### src/rtl/systolic_skew_feeder.sv
// Operand feeder for an NxN systolic MAC array: buffers A/B, then streams them skewed per lane.
// Optional macro FEEDER_RELOAD_EN keeps loaded operands across runs and adds i_clear_bufs.
module systolic_skew_feeder #(
    parameter int N  = 4,
    parameter int DW = 8,
    parameter int K  = 4
) (
    input  logic            i_clk,
    input  logic            i_rst,
    input  logic            i_ld_valid,
    output logic            o_ld_ready,
    input  logic            i_ld_sel,
    input  logic [N*DW-1:0] i_ld_data,
    input  logic            i_start,
`ifdef FEEDER_RELOAD_EN
    input  logic            i_clear_bufs,
`endif
    output logic            o_start_err,
    output logic            o_busy,
    output logic            o_acc_clr,
    output logic [N*DW-1:0] o_west_out,
    output logic [N*DW-1:0] o_north_out,
    output logic            o_done
);

    localparam int TW = $clog2(K + N);
    localparam int CW = $clog2(K + 1);
    localparam int AW = (K > 1) ? $clog2(K) : 1;

    typedef enum logic [1:0] {
        S_IDLE,
        S_CLR,
        S_FEED,
        S_DRAIN
    } state_t;

    state_t          r_state;
    state_t          w_state_nxt;
    logic [TW-1:0]   r_t;
    logic [TW-1:0]   w_t_nxt;
    logic [CW-1:0]   r_a_cnt;
    logic [CW-1:0]   r_b_cnt;
    logic [DW-1:0]   r_a_buf [K][N];
    logic [DW-1:0]   r_b_buf [K][N];

    logic            w_a_full;
    logic            w_b_full;
    logic            w_ld_ready;
    logic            w_a_wr;
    logic            w_b_wr;
    logic            w_start_err_nxt;
    logic            w_done_nxt;
    logic [N*DW-1:0] w_west_nxt;
    logic [N*DW-1:0] w_north_nxt;

    logic            r_start_err;
    logic            r_busy;
    logic            r_acc_clr;
    logic [N*DW-1:0] r_west;
    logic [N*DW-1:0] r_north;
    logic            r_done;

    assign w_a_full   = (r_a_cnt == CW'(K));
    assign w_b_full   = (r_b_cnt == CW'(K));
    assign w_ld_ready = (r_state == S_IDLE) && (i_ld_sel ? !w_b_full : !w_a_full);
    assign w_a_wr     = i_ld_valid && w_ld_ready && !i_ld_sel;
    assign w_b_wr     = i_ld_valid && w_ld_ready && i_ld_sel;

    // Write pointers; loads can only land in IDLE, so they never collide with the drain-exit clear.
    always_ff @(posedge i_clk) begin
        if (i_rst) begin
            r_a_cnt <= '0;
            r_b_cnt <= '0;
        end else begin
`ifdef FEEDER_RELOAD_EN
            if (r_state == S_IDLE && i_clear_bufs) begin
                r_a_cnt <= '0;
                r_b_cnt <= '0;
            end else begin
                if (w_a_wr) r_a_cnt <= r_a_cnt + CW'(1);
                if (w_b_wr) r_b_cnt <= r_b_cnt + CW'(1);
            end
`else
            if (r_state == S_DRAIN && w_state_nxt == S_IDLE) begin
                r_a_cnt <= '0;
                r_b_cnt <= '0;
            end else begin
                if (w_a_wr) r_a_cnt <= r_a_cnt + CW'(1);
                if (w_b_wr) r_b_cnt <= r_b_cnt + CW'(1);
            end
`endif
        end
    end

    always_ff @(posedge i_clk) begin
        for (int x = 0; x < N; x++) begin
            if (w_a_wr) r_a_buf[r_a_cnt[AW-1:0]][x] <= i_ld_data[x*DW +: DW];
            if (w_b_wr) r_b_buf[r_b_cnt[AW-1:0]][x] <= i_ld_data[x*DW +: DW];
        end
    end

    always_ff @(posedge i_clk) begin
        if (i_rst) begin
            r_state <= S_IDLE;
            r_t     <= '0;
        end else begin
            r_state <= w_state_nxt;
            r_t     <= w_t_nxt;
        end
    end

    // r_t indexes the skew step in FEED and is reused as the drain cycle counter.
    always_comb begin
        w_state_nxt     = r_state;
        w_t_nxt         = r_t;
        w_start_err_nxt = 1'b0;
        w_done_nxt      = 1'b0;
        case (r_state)
            S_IDLE: begin
                if (i_start) begin
                    if (w_a_full && w_b_full) begin
                        w_state_nxt = S_CLR;
                        w_t_nxt     = '0;
                    end else begin
                        w_start_err_nxt = 1'b1;
                    end
                end
            end
            S_CLR: begin
                w_state_nxt = S_FEED;
                w_t_nxt     = '0;
            end
            S_FEED: begin
                if (r_t == TW'(K + N - 2)) begin
                    w_state_nxt = S_DRAIN;
                    w_t_nxt     = '0;
                end else begin
                    w_t_nxt = r_t + TW'(1);
                end
            end
            S_DRAIN: begin
                if (r_t == TW'(N)) begin
                    w_state_nxt = S_IDLE;
                    w_t_nxt     = '0;
                    w_done_nxt  = 1'b1;
                end else begin
                    w_t_nxt = r_t + TW'(1);
                end
            end
            default: begin
                w_state_nxt = S_IDLE;
                w_t_nxt     = '0;
            end
        endcase
        if (i_start && r_state != S_IDLE) w_start_err_nxt = 1'b1;
    end

    // Lane x carries beat t-x, so operands of matching k meet at PE (i,j) on step k+i+j.
    always_comb begin
        w_west_nxt  = '0;
        w_north_nxt = '0;
        if (w_state_nxt == S_FEED) begin
            for (int x = 0; x < N; x++) begin
                if (int'(w_t_nxt) >= x && int'(w_t_nxt) - x < K) begin
                    w_west_nxt[x*DW +: DW]  = r_a_buf[AW'(int'(w_t_nxt) - x)][x];
                    w_north_nxt[x*DW +: DW] = r_b_buf[AW'(int'(w_t_nxt) - x)][x];
                end
            end
        end
    end

    always_ff @(posedge i_clk) begin
        if (i_rst) begin
            r_start_err <= 1'b0;
            r_busy      <= 1'b0;
            r_acc_clr   <= 1'b0;
            r_west      <= '0;
            r_north     <= '0;
            r_done      <= 1'b0;
        end else begin
            r_start_err <= w_start_err_nxt;
            r_busy      <= (w_state_nxt != S_IDLE);
            r_acc_clr   <= (w_state_nxt == S_CLR);
            r_west      <= w_west_nxt;
            r_north     <= w_north_nxt;
            r_done      <= w_done_nxt;
        end
    end

    assign o_ld_ready  = w_ld_ready;
    assign o_start_err = r_start_err;
    assign o_busy      = r_busy;
    assign o_acc_clr   = r_acc_clr;
    assign o_west_out  = r_west;
    assign o_north_out = r_north;
    assign o_done      = r_done;

endmodule

### config.mk
export PLATFORM = sky130hd
export DESIGN_NAME = systolic_skew_feeder
export DESIGN_NICKNAME = d
export VERILOG_FILES = /design/src/rtl/systolic_skew_feeder.sv
export SDC_FILE = /design/constraint.sdc
export NUM_CORES = 1
export LEC_CHECK = 0
export CAP_MARGIN = 20
export CORE_UTILIZATION = 45
export DETAILED_ROUTE_END_ITERATION = 8
export PLACE_DENSITY = 0.69
export RECOVER_POWER = 50
export SYNTH_ARGS = -nofsm -noshare
export SYNTH_HDL_FRONTEND = slang
export SYNTH_SLANG_ARGS = --single-unit
### constraint.sdc
create_clock -name i_clk -period 8.1 [get_ports i_clk]
set_input_delay 1.62 -clock i_clk [delete_from_list [all_inputs] [get_ports i_clk]]
set_output_delay 1.62 -clock i_clk [all_outputs]
set_load 0.01 [all_outputs]
Word level (Yosys, flattened, before mapping)

Memories as Yosys holds them, arrays and structs flattened. A register that Yosys moved wholly into a read port is not among the register bits.
Cells that the tools add are included.

Flip-flop bits (word level): 15
Bits in writable memories: 256
Output and inout bits: 69
Logic and storage cells: 81
Memories kept: 2

Memory list:

| memory  | words | bits a word | rd ports | clocked after Yosys merged registers in | write ports | RTL line | RTL |
|---|---|---|---|---|---|---|---|
| r_a_buf | 4     | 32          | 4        | 4                                       | 1           | 43       | `logic [DW-1:0] r_a_buf [K][N];` |
| r_b_buf | 4     | 32          | 4        | 4                                       | 1           | 44       | `logic [DW-1:0] r_b_buf [K][N];` |

Add/subtract/negate cells: 6
Magnitude comparators: 7
Equality and inequality tests: 9
Mux-type cells: 20
Bitwise logic cells: 6
Reductions and logical operators: 23

Operators by type and width:

| cell                | count |
|---|---|
| $lt 32x4->1 const B | 3 |
| $eq 3x3->1 const B  | 4 |
| $mux 3              | 4 |
| $pmux 3 s4          | 1 |
| $reduce_or 3->1     | 4 |
| $logic_and 1x1->1   | 10 |
| $mux 1              | 10 |
| $add 3x1->3 const B | 3 |
| $mux 2              | 4 |
| $pmux 2 s4          | 1 |
| $sub 3x2->4 const B | 2 |
| $eq 2x2->1 const B  | 3 |
| $ge 3x2->1 const B  | 2 |
| $not 1->1           | 6 |
| $eq 2x1->1 const B  | 2 |
| $logic_not 2->1     | 2 |
| $reduce_bool 2->1   | 2 |
| $reduce_or 2->1     | 2 |
| $sub 3x1->4 const B | 1 |
| $ge 3x1->1 const B  | 1 |
| $logic_not 1->1     | 3 |
| $lt 3x3->1 const B  | 1 |

Depth between registers and ports, before layout

Gate-level depths: netlist of the first run.

Depth in word-level cells: 10
Gate-level depth with buffers: 15

Worst setup path before layout of the first run

Ideal clock, no wire load.

Path kind: input port to flip-flop
Start point: input i_start
End point: register r_north[10], in the netlist o_north_out[10] (read register of r_b_buf)
Setup time: 0.133 ns
Arrival time: 3.697 ns
Data required time: 7.967 ns
Setup slack: 4.270 ns
Stages: 11
Path buffers: 5
Cell sequence: a21oi_2 a22oi_2 buf_6 buf_8 buf_8 buf_8 inv_1 ha_1 clkbuf_1 mux4_2 nor3b_1

Longest elaborated chain between the ends: 7
Elaborated cells between the ends (all ways): 12
Those cells by class: add/sub (1); order compare (2); eq/ne (1); mux (4); bitwise (2); reduce/logical (2)

RTL lines:

| element                          | RTL line | RTL |
|---|---|---|
| start: declaration               | 14       | `input logic i_start,` |
| $mux 3 (*)                       | 120      | `if (i_start) begin` |
| $pmux 3 s4 (*)                   | 118      | `case (r_state)` |
| via w_t_nxt[0]                   | 40       | `logic [TW-1:0] w_t_nxt;` |
| $sub 3x1->4                      | 166      | `w_north_nxt[x*DW +: DW] = r_b_buf[AW'(int'(w_t_nxt) - x)][x];` |
| $lt 32x4->1                      | 164      | `if (int'(w_t_nxt) >= x && int'(w_t_nxt) - x < K) begin` |
| $logic_and 1x1->1                | 164      |  |
| $not 1->1 (no source line)       | n/a      |  |
| $reduce_or 3->1 (no source line) | n/a      |  |
| end: declaration                 | 60       | `logic [N*DW-1:0] r_north;` |

The timed path passes the listed nets; every way through them passes the cells marked *.
A chain may end at the register's enable or synchronous reset.

Worst setup path after layout of the first run

Start point: input i_ld_sel
End point: output o_ld_ready

Longest elaborated chain between the ends: 2

RTL lines:

| element            | RTL line | RTL |
|---|---|---|
| start: declaration | 12       | `input logic i_ld_sel,` |
| $mux 1             | 65       | `assign w_ld_ready = (r_state == S_IDLE) && (i_ld_sel ? !w_b_full : !w_a_full);` |
| $logic_and 1x1->1  | 65       |  |
| end: declaration   | 11       | `output logic o_ld_ready,` |

Every way passes these cells.

==> impl_metrics.csv, run 1 <==
group,metric,value,unit
worst_setup_path,critPathMaxStageDelay,600,ps
cts,cts_setup_buffers,0,
finish,multi_input_comb_area,0.00244,sq mm
yosys,synth_area_per_cell,19.3,sq um
yosys,number_of_nets_in_the_synthesized_netlist,672,
finish,layout.filler_cells,1965,
die,die_height,165,um
yosys,synth_area_leader_cell,"sky130_fd_sc_hd__edfxtp_1",
route,drtIter0Drc,379,
yosys,yosysWarnings,0,
die,die-area,0.0272,sq mm
worst_setup_path,critical_path.endpoint_type,"primary output",
yosys,multiplexer_area_fraction_after_synthesis,11.7,%
worst_setup_path,timing.rr.end,"o_north_out[14]",
sta,slew_viol_final,18,
worst_setup_path,rr_startpoint,"r_b_cnt[0]",
yosys,yosys_register_bits,335,
worst_setup_path,critical_path.cell_chain,"dlygate4sd3_1 -> nor2_1 -> a311oi_1 -> clkdlybuf4s50_1",
global_route,grt.busiest_layer,"met2",
placed_design,hpwl,12600,um
finish,postLayoutCellArea,0.0144,sq mm
yosys,synthDistinctLibCells,41,
global_route,grt.total_usage,17.4,%
placed_design,gpl.final_weighted_congestion,0.721,
cts,worst_skew_pair.late_latency,510,ps
run_status,failed_checks,"max-capacitance violations, max-slew violations",
pwr,power_density,240,mW/mm^2
yosys,synth.top_cell.area_share,64.3,%
global_route,first_pass_grt_wire_length,34800,um
cts,cts_max_path_buffers,3,
worst_setup_path,depth_of_the_worst_register_to_register_path,9,
die,core,0.0261,sq mm
worst_setup_path,reg2reg_setup_slack,4260,ps
die,initial_standard_cell_utilization_of_the_core,45.9,%
yosys,seq_area_frac_synth,77.5,%
finish,storage_element_area,0.00927,sq mm
pwr,share_clk_of_total_power,43.5,%
yosys,synth_cells,620,
cts,clock-sinks,335,
cts,cts_resized,0,
global_route,gr-usage-met3,4.29,%
pwr,leakage,5.40,nW
yosys,synth_commonest_cells,"sky130_fd_sc_hd__edfxtp_1 (256), sky130_fd_sc_hd__dfxtp_1 (79), sky130_fd_sc_hd__mux2i_1 (67)",
pwr,comb_power_share,2.0,%
worst_hold_path,worst_hold_startpoint,"r_b_buf[3][27]",
yosys,synth-edff-count,256,
route,drt_first_pass_iters,5,
yosys,ys_top_cells_by_area,"sky130_fd_sc_hd__edfxtp_1 (64%), sky130_fd_sc_hd__dfxtp_1 (13%), sky130_fd_sc_hd__mux4_2 (6.0%)",
sta,worst_slew_pin_slew,1730,ps
die,io_pins,106,
die,floorplan.die.width,165,um
worst_hold_path,hp-class,"flip-flop to flip-flop",
cts,cts_hold_buf,0,
finish,layout.nets,796,
placed_design,detailed_place.area,0.0133,sq mm
worst_setup_path,critPathTopFamily,"buffers and inverters",
route,antenna_left,0,
pwr,max-vdd-ir-drop,0.000143,V
global_route,maximum_number_of_pins_on_one_net_before_global_route_repair,55,
finish,final_core_utilization,55.3,%
global_route,grt_use_met1,22.0,%
worst_setup_path,worstPathBufferInverterCount,2,
route,detailroute.via_count,5890,
worst_hold_path,terminating_pin_of_the_worst_hold_path,"o_north_out[3]",
cts,cts.root.buffer_cell,"sky130_fd_sc_hd__clkbuf_16",
yosys,yosys.cell_count.top_type,"sky130_fd_sc_hd__edfxtp_1",
yosys,netlist_area,0.0120,sq mm
global_route,grt_pass1_vias,6144,
yosys,synth-xor-area-share,0.293,%
yosys,synth_compound_gate_area_share,2.80,%
yosys,synthAdderAreaFrac,1.57,%
sta,fin_crit_sh,58.0,%
global_route,grt_overflow_total,0,
die,floorplan.rows,59,
sta,final-setup-viol-count,0,
yosys,synth_top_family_by_area,"multiplexers",
route,drc_errors,0,
pwr,fraction_of_power_consumed_by_sequential_logic,54.5,%
cts,clock_tree_from_tritoncts,"done",
sta,timing.clock.skew,11.4,ps
global_route,global_routing_usage_on_met2,29.2,%
sta,finalSetupTns,0,ps
cts,clkSlewWorstSetupHoldPaths,60,ps
sta,timing_limited_maximum_frequency,0.213,GHz
sta,final.min_clock_period,4700,ps
sta,hold_viol_final,0,
yosys,most_common_flop_cell_mapped_by_yosys,"sky130_fd_sc_hd__edfxtp_1",
worst_hold_path,worstHoldPathCells,2,
run_status,outcome,"complete, but fails checks",
worst_setup_path,critPathLaunchType,"input port",
pwr,p_sw,0.656,mW
route,detail_route.wirelength,22700,um
worst_setup_path,worst-setup-path-type,"input port to primary output",
pwr,p_int,2.81,mW
run,cap_violations,1,
cts,cts-htree-levels,2,
yosys,yosys.area_share.simple,3.89,%
finish,layout-area-overhead-vs-synth,20.6,%
worst_setup_path,data_arrival_time_of_the_worst_path,3080,ps
route,wl_per_cell,20.5,um
worst_setup_path,worst-endpoint-required,6480,ps
pwr,sw_frac_of_total,18.9,%
yosys,synthArstFlopShare,0,%
sta,grt_setup_unrepaired,"false",
global_route,initial_antenna_violation_count,7,
placed_design,place.port_buffers,105,
route,viasPerCell,5.32,
finish,share_of_layout_cells_above_drive_strength_1,13.0,%
sta,max-slew-margin-rel,-15.3,%
worst_setup_path,critical-path-slowest-cell,"sky130_fd_sc_hd__dlygate4sd3_1",
cts,cts_made_buffers,34,
worst_setup_path,largest_fanout_of_any_net_on_the_critical_path,4,
-- worst reg2reg max path: stages (launching register included) --
cell and delay (ps):
sky130_fd_sc_hd__dfxtp_1 330, sky130_fd_sc_hd__inv_1 120, sky130_fd_sc_hd__ha_1 250, sky130_fd_sc_hd__and4_1 330
sky130_fd_sc_hd__a21oi_2 100, sky130_fd_sc_hd__a22oi_2 190, sky130_fd_sc_hd__buf_4 660, sky130_fd_sc_hd__buf_4 900
sky130_fd_sc_hd__mux4_2 630, sky130_fd_sc_hd__nor3b_1 160
-- layer usage --
layer / part of all wire [%] / routed length, um / up-vias
li1: - / - / 2664
met1: 42 / 9530 / 2978
met2: 48 / 11000 / 193
met3: 7.1 / 1600 / 47
met4: 2.2 / 497 / 8
met5: 0.24 / 55 / -
-- placed cells by master, fill, tap and decap left out, types with 2 or more instances in the layout --
cell type                           n
sky130_fd_sc_hd__nor2_4             3
sky130_fd_sc_hd__clkinv_1           4
sky130_fd_sc_hd__diode_2            3
sky130_fd_sc_hd__a32oi_1            2
sky130_fd_sc_hd__clkinv_2           3
sky130_fd_sc_hd__nand4_1            2
sky130_fd_sc_hd__mux2i_1           67
sky130_fd_sc_hd__clkbuf_16         37
sky130_fd_sc_hd__a21oi_1            2
sky130_fd_sc_hd__mux4_2            32
sky130_fd_sc_hd__nor2b_1           17
sky130_fd_sc_hd__nand3b_1           3
sky130_fd_sc_hd__and2_2             3
sky130_fd_sc_hd__nor3b_1           16
sky130_fd_sc_hd__bufinv_16          2
sky130_fd_sc_hd__o22ai_1           33
sky130_fd_sc_hd__clkinvlp_4         2
sky130_fd_sc_hd__dlygate4sd3_1     88
sky130_fd_sc_hd__clkdlybuf4s50_1   17
sky130_fd_sc_hd__xnor2_1            4
sky130_fd_sc_hd__clkbuf_1          14
sky130_fd_sc_hd__a211oi_1           2
sky130_fd_sc_hd__buf_4              9
sky130_fd_sc_hd__ha_1              15
sky130_fd_sc_hd__o21ai_0            3
sky130_fd_sc_hd__edfxtp_1         256
sky130_fd_sc_hd__inv_1             14
sky130_fd_sc_hd__nand2_1            5
sky130_fd_sc_hd__nor2_1            17
sky130_fd_sc_hd__dfxtp_1           79
sky130_fd_sc_hd__nand2b_1           3
-- registers in the layout, indices dropped and copies added (netlist names), 2 cells and up --
name         flops
r_a_buf        128
r_state          2
o_west_out      32
r_a_cnt          3
r_b_cnt          3
r_b_buf        128
r_t              3
o_north_out     32
-- worst max path at each step --
stage / from / end / slack (ps) / cells past startpoint
floorplan: i_start / o_north_out[10] / 4270 / 11
global placement: i_start / o_north_out[13] / 3160 / 7
detailed placement: i_start / o_north_out[14] / 3080 / 7
CTS: i_ld_sel / o_ld_ready / 3460 / 4
global route: i_ld_sel / o_ld_ready / 3270 / 4
finish: i_ld_sel / o_ld_ready / 3400 / 4
-- cell families (layout without fill, tap and decap cells) --
group | count (synthesis) | after routing
flip-flops | 335 | 335
multiplexers | 100 | 100
AND/OR/NAND/NOR | 77 | 77
AO/OA/AOI/OAI | 48 | 48
buffers and inverters | 41 | 191
adder cells (fa/ha/maj) | 15 | 15
XOR/XNOR | 4 | 4
other | 0 | 3
-- layout make-up --
class	count	area share (%)
repair buffers	115	7.95
multi-input cells	244	16.9
clock buffers	51	6.79
clock inverters	11	0.729
diodes	3	0.0521
well taps	335	2.91
inverters	14	0.364
flip-flops and latches	335	64.3
-- metrics by stage --
step	power (mW)	hold slack [ps]	instances	setup WS, ps
after floorplan	1.95	479	620	4270
after global placement	1.99	512	1042	3160
after detailed placement	2.00	522	1042	3080
after CTS	3.50	528	1104	3460
after global routing	3.57	544	1106	3270
final	3.46	522	1108	3400
-- power by group through the flow --
stage	registers [mW]	logic, mW	clock network, mW
after global placement	1.92	0.0711	0
after floorplan	1.92	0.0272	0
after detailed placement	1.92	0.0748	0
after global routing	1.89	0.0770	1.60
after CTS	1.89	0.0751	1.53
final	1.89	0.0703	1.50
Note: power is estimated with default switching activity, not from simulation.
==> run 2, diff against run 1 <==
==> constraint.sdc (replaced) <==
create_clock -name i_clk -period 4.5 [get_ports i_clk]
set_input_delay 0.9 -clock i_clk [delete_from_list [all_inputs] [get_ports i_clk]]
set_output_delay 0.9 -clock i_clk [all_outputs]
set_load 0.01 [all_outputs]
==> run 2 against run 1 <==
The flow still finishes with violations (max-capacitance violations, max-slew violations). Setup slack worse by 2300 ps. Sequential share of layout area decreased by 0.29 points. Die area did not move. Power grew 80%. Critical path type is now input port to flip-flop. Largest cell class unchanged.
==> impl_metrics.csv, run 2 (same netlist as run 1, synthesis figures left out) <==
group,metric,value,unit
pwr,sw_frac_of_total,19.2,%
placed_design,hpwl,13500,um
worst_setup_path,depth_of_the_worst_register_to_register_path,10,
route,wl_per_cell,20.7,um
cts,worst_skew_pair.late_latency,510,ps
cts,cts_setup_buffers,0,
cts,cts.root.buffer_cell,"sky130_fd_sc_hd__clkbuf_16",
cts,cts-htree-levels,2,
finish,most-common-layout-cells,"sky130_fd_sc_hd__edfxtp_1 (256), sky130_fd_sc_hd__dfxtp_1 (79), sky130_fd_sc_hd__dlygate4sd3_1 (73), sky130_fd_sc_hd__mux2i_1 (67), sky130_fd_sc_hd__clkbuf_16 (35)",
global_route,global_routing_usage_on_met2,29.2,%
finish,layout.nets,804,
run_status,outcome,"complete, but fails checks",
die,floorplan.die.width,165,um
global_route,maximum_number_of_pins_on_one_net_before_global_route_repair,66,
sta,grt_setup_unrepaired,"false",
route,detailroute.via_count,5894,
global_route,grt_use_met1,22.2,%
global_route,initial_antenna_violation_count,4,
worst_setup_path,critPathLaunchType,"input port",
global_route,gr-usage-met3,4.32,%
die,die_height,165,um
sta,hold_viol_final,0,
sta,max-slew-margin-rel,-11.9,%
route,detail_route.wirelength,23000,um
global_route,grt_pass1_vias,6226,
finish,layout-area-overhead-vs-synth,21.1,%
placed_design,place.port_buffers,105,
pwr,fraction_of_power_consumed_by_sequential_logic,54.4,%
global_route,grt_overflow_total,0,
route,antenna_left,0,
pwr,share_clk_of_total_power,43.5,%
global_route,grt.busiest_layer,"met2",
cts,cts_resized,0,
sta,timing_limited_maximum_frequency,0.292,GHz
worst_setup_path,worst-setup-path-type,"input port to flip-flop",
cts,clkSlewWorstSetupHoldPaths,60,ps
route,drc_errors,0,
worst_setup_path,largest_fanout_of_any_net_on_the_critical_path,19,
die,core,0.0261,sq mm
cts,clock-sinks,335,
worst_hold_path,hp-class,"flip-flop to flip-flop",
worst_hold_path,worstHoldPathCells,2,
pwr,p_int,5.04,mW
worst_setup_path,critical_path.endpoint_type,"flip-flop",
sta,final-setup-viol-count,0,
die,io_pins,106,
pwr,max-vdd-ir-drop,0.000254,V
sta,finalSetupTns,0,ps
run_status,failed_checks,"max-capacitance violations, max-slew violations",
sta,slew_viol_final,38,
sta,worst_slew_pin_slew,1680,ps
finish,most_common_cell_after_layout_fill_and_taps_aside,"sky130_fd_sc_hd__edfxtp_1",
sta,fin_crit_sh,76.0,%
route,drt_first_pass_iters,5,
worst_setup_path,data_arrival_time_of_the_worst_path,3610,ps
global_route,first_pass_grt_wire_length,34900,um
finish,layout.filler_cells,1995,
sta,final.min_clock_period,3420,ps
die,initial_standard_cell_utilization_of_the_core,45.9,%
route,viasPerCell,5.30,
run,cap_violations,2,
global_route,grt.total_usage,17.4,%
pwr,p_sw,1.20,mW
placed_design,gpl.final_weighted_congestion,0.783,
pwr,power_density,431,mW/mm^2
pwr,comb_power_share,2.1,%
cts,clock_tree_from_tritoncts,"done",
cts,cts_hold_buf,0,
die,floorplan.rows,59,
die,die-area,0.0272,sq mm
finish,share_of_layout_cells_above_drive_strength_1,14.6,%
route,drtIter0Drc,374,
cts,cts_max_path_buffers,3,
sta,timing.clock.skew,20.6,ps
worst_setup_path,worst-endpoint-required,4690,ps
pwr,leakage,5.41,nW
pwr,design_power_total,6.24,mW
cts,cts_made_buffers,34,
run 2: cell count changes in the layout (fill, tap and decap cells not counted), moves of 4 or more:
cell and delta:
sky130_fd_sc_hd__clkdlybuf4s50_1 +15, sky130_fd_sc_hd__dlygate4sd3_1 -15, sky130_fd_sc_hd__clkbuf_1 -9, sky130_fd_sc_hd__buf_4 +7, sky130_fd_sc_hd__clkinv_2 +4
run 2: final cells by class:
| type | instances | area (sq um) | area share [%] |
|---|---|---|---|
| Antenna cell | 2 | 5.00 | 0.0345 |
| Multi-Input combinational cell | 244 | 2450 | 16.9 |
| Tap cell | 335 | 419 | 2.89 |
| Clock inverter | 19 | 173 | 1.19 |
| Clock buffer | 41 | 908 | 6.27 |
| Timing Repair Buffer | 123 | 1210 | 8.36 |
| Inverter | 14 | 52.6 | 0.363 |
| Sequential cell | 335 | 9270 | 64.0 |
run 2: final timing paths:
path / startpoint / endpoint / slack (ps)
hold reg to reg: r_a_buf[3][25] / o_west_out[1] / 530
setup / recovery: i_ld_sel / r_a_buf[3][5] / 1080
setup reg to reg: r_b_cnt[0] / o_west_out[28] / 1300
hold / removal: r_a_buf[3][25] / o_west_out[1] / 530
run 2: worst max-delay path, cell delays in order:
cell and delay, ps:
sky130_fd_sc_hd__dlygate4sd3_1 600, sky130_fd_sc_hd__and4b_1 400, sky130_fd_sc_hd__and2_0 1290, sky130_fd_sc_hd__buf_4 410
run 2: metrics by stage:
stage,area [sq um],hold slack [ps],utilization [%],instances,setup WS [ps]
3_5_place_dp,13400,523,51.5,1051,966
4_1_cts,14500,532,55.6,1111,1260
6_report,14500,534,55.6,1113,1080
5_1_grt,14500,545,55.6,1111,941
3_3_place_gp,13400,503,51.5,1051,1050
2_1_floorplan,12000,479,-,620,1390
run 2: routing by layer:
layer  wire (um)  up-vias  share of wire [%]
met5          25        -               0.11
met4         363        4                1.6
met3        1650       35                7.1
met2       11500      172                 50
met1        9470     2998                 41
li1            -     2685                  -
run 2: power by group through the flow:
stage                     logic, mW  clock network (mW)  registers (mW)
after floorplan              0.0490                   0            3.46
after global placement        0.132                   0            3.46
after detailed placement      0.140                   0            3.46
after CTS                     0.140                2.77            3.40
after global routing          0.143                2.88            3.40
final                         0.131                2.71            3.40
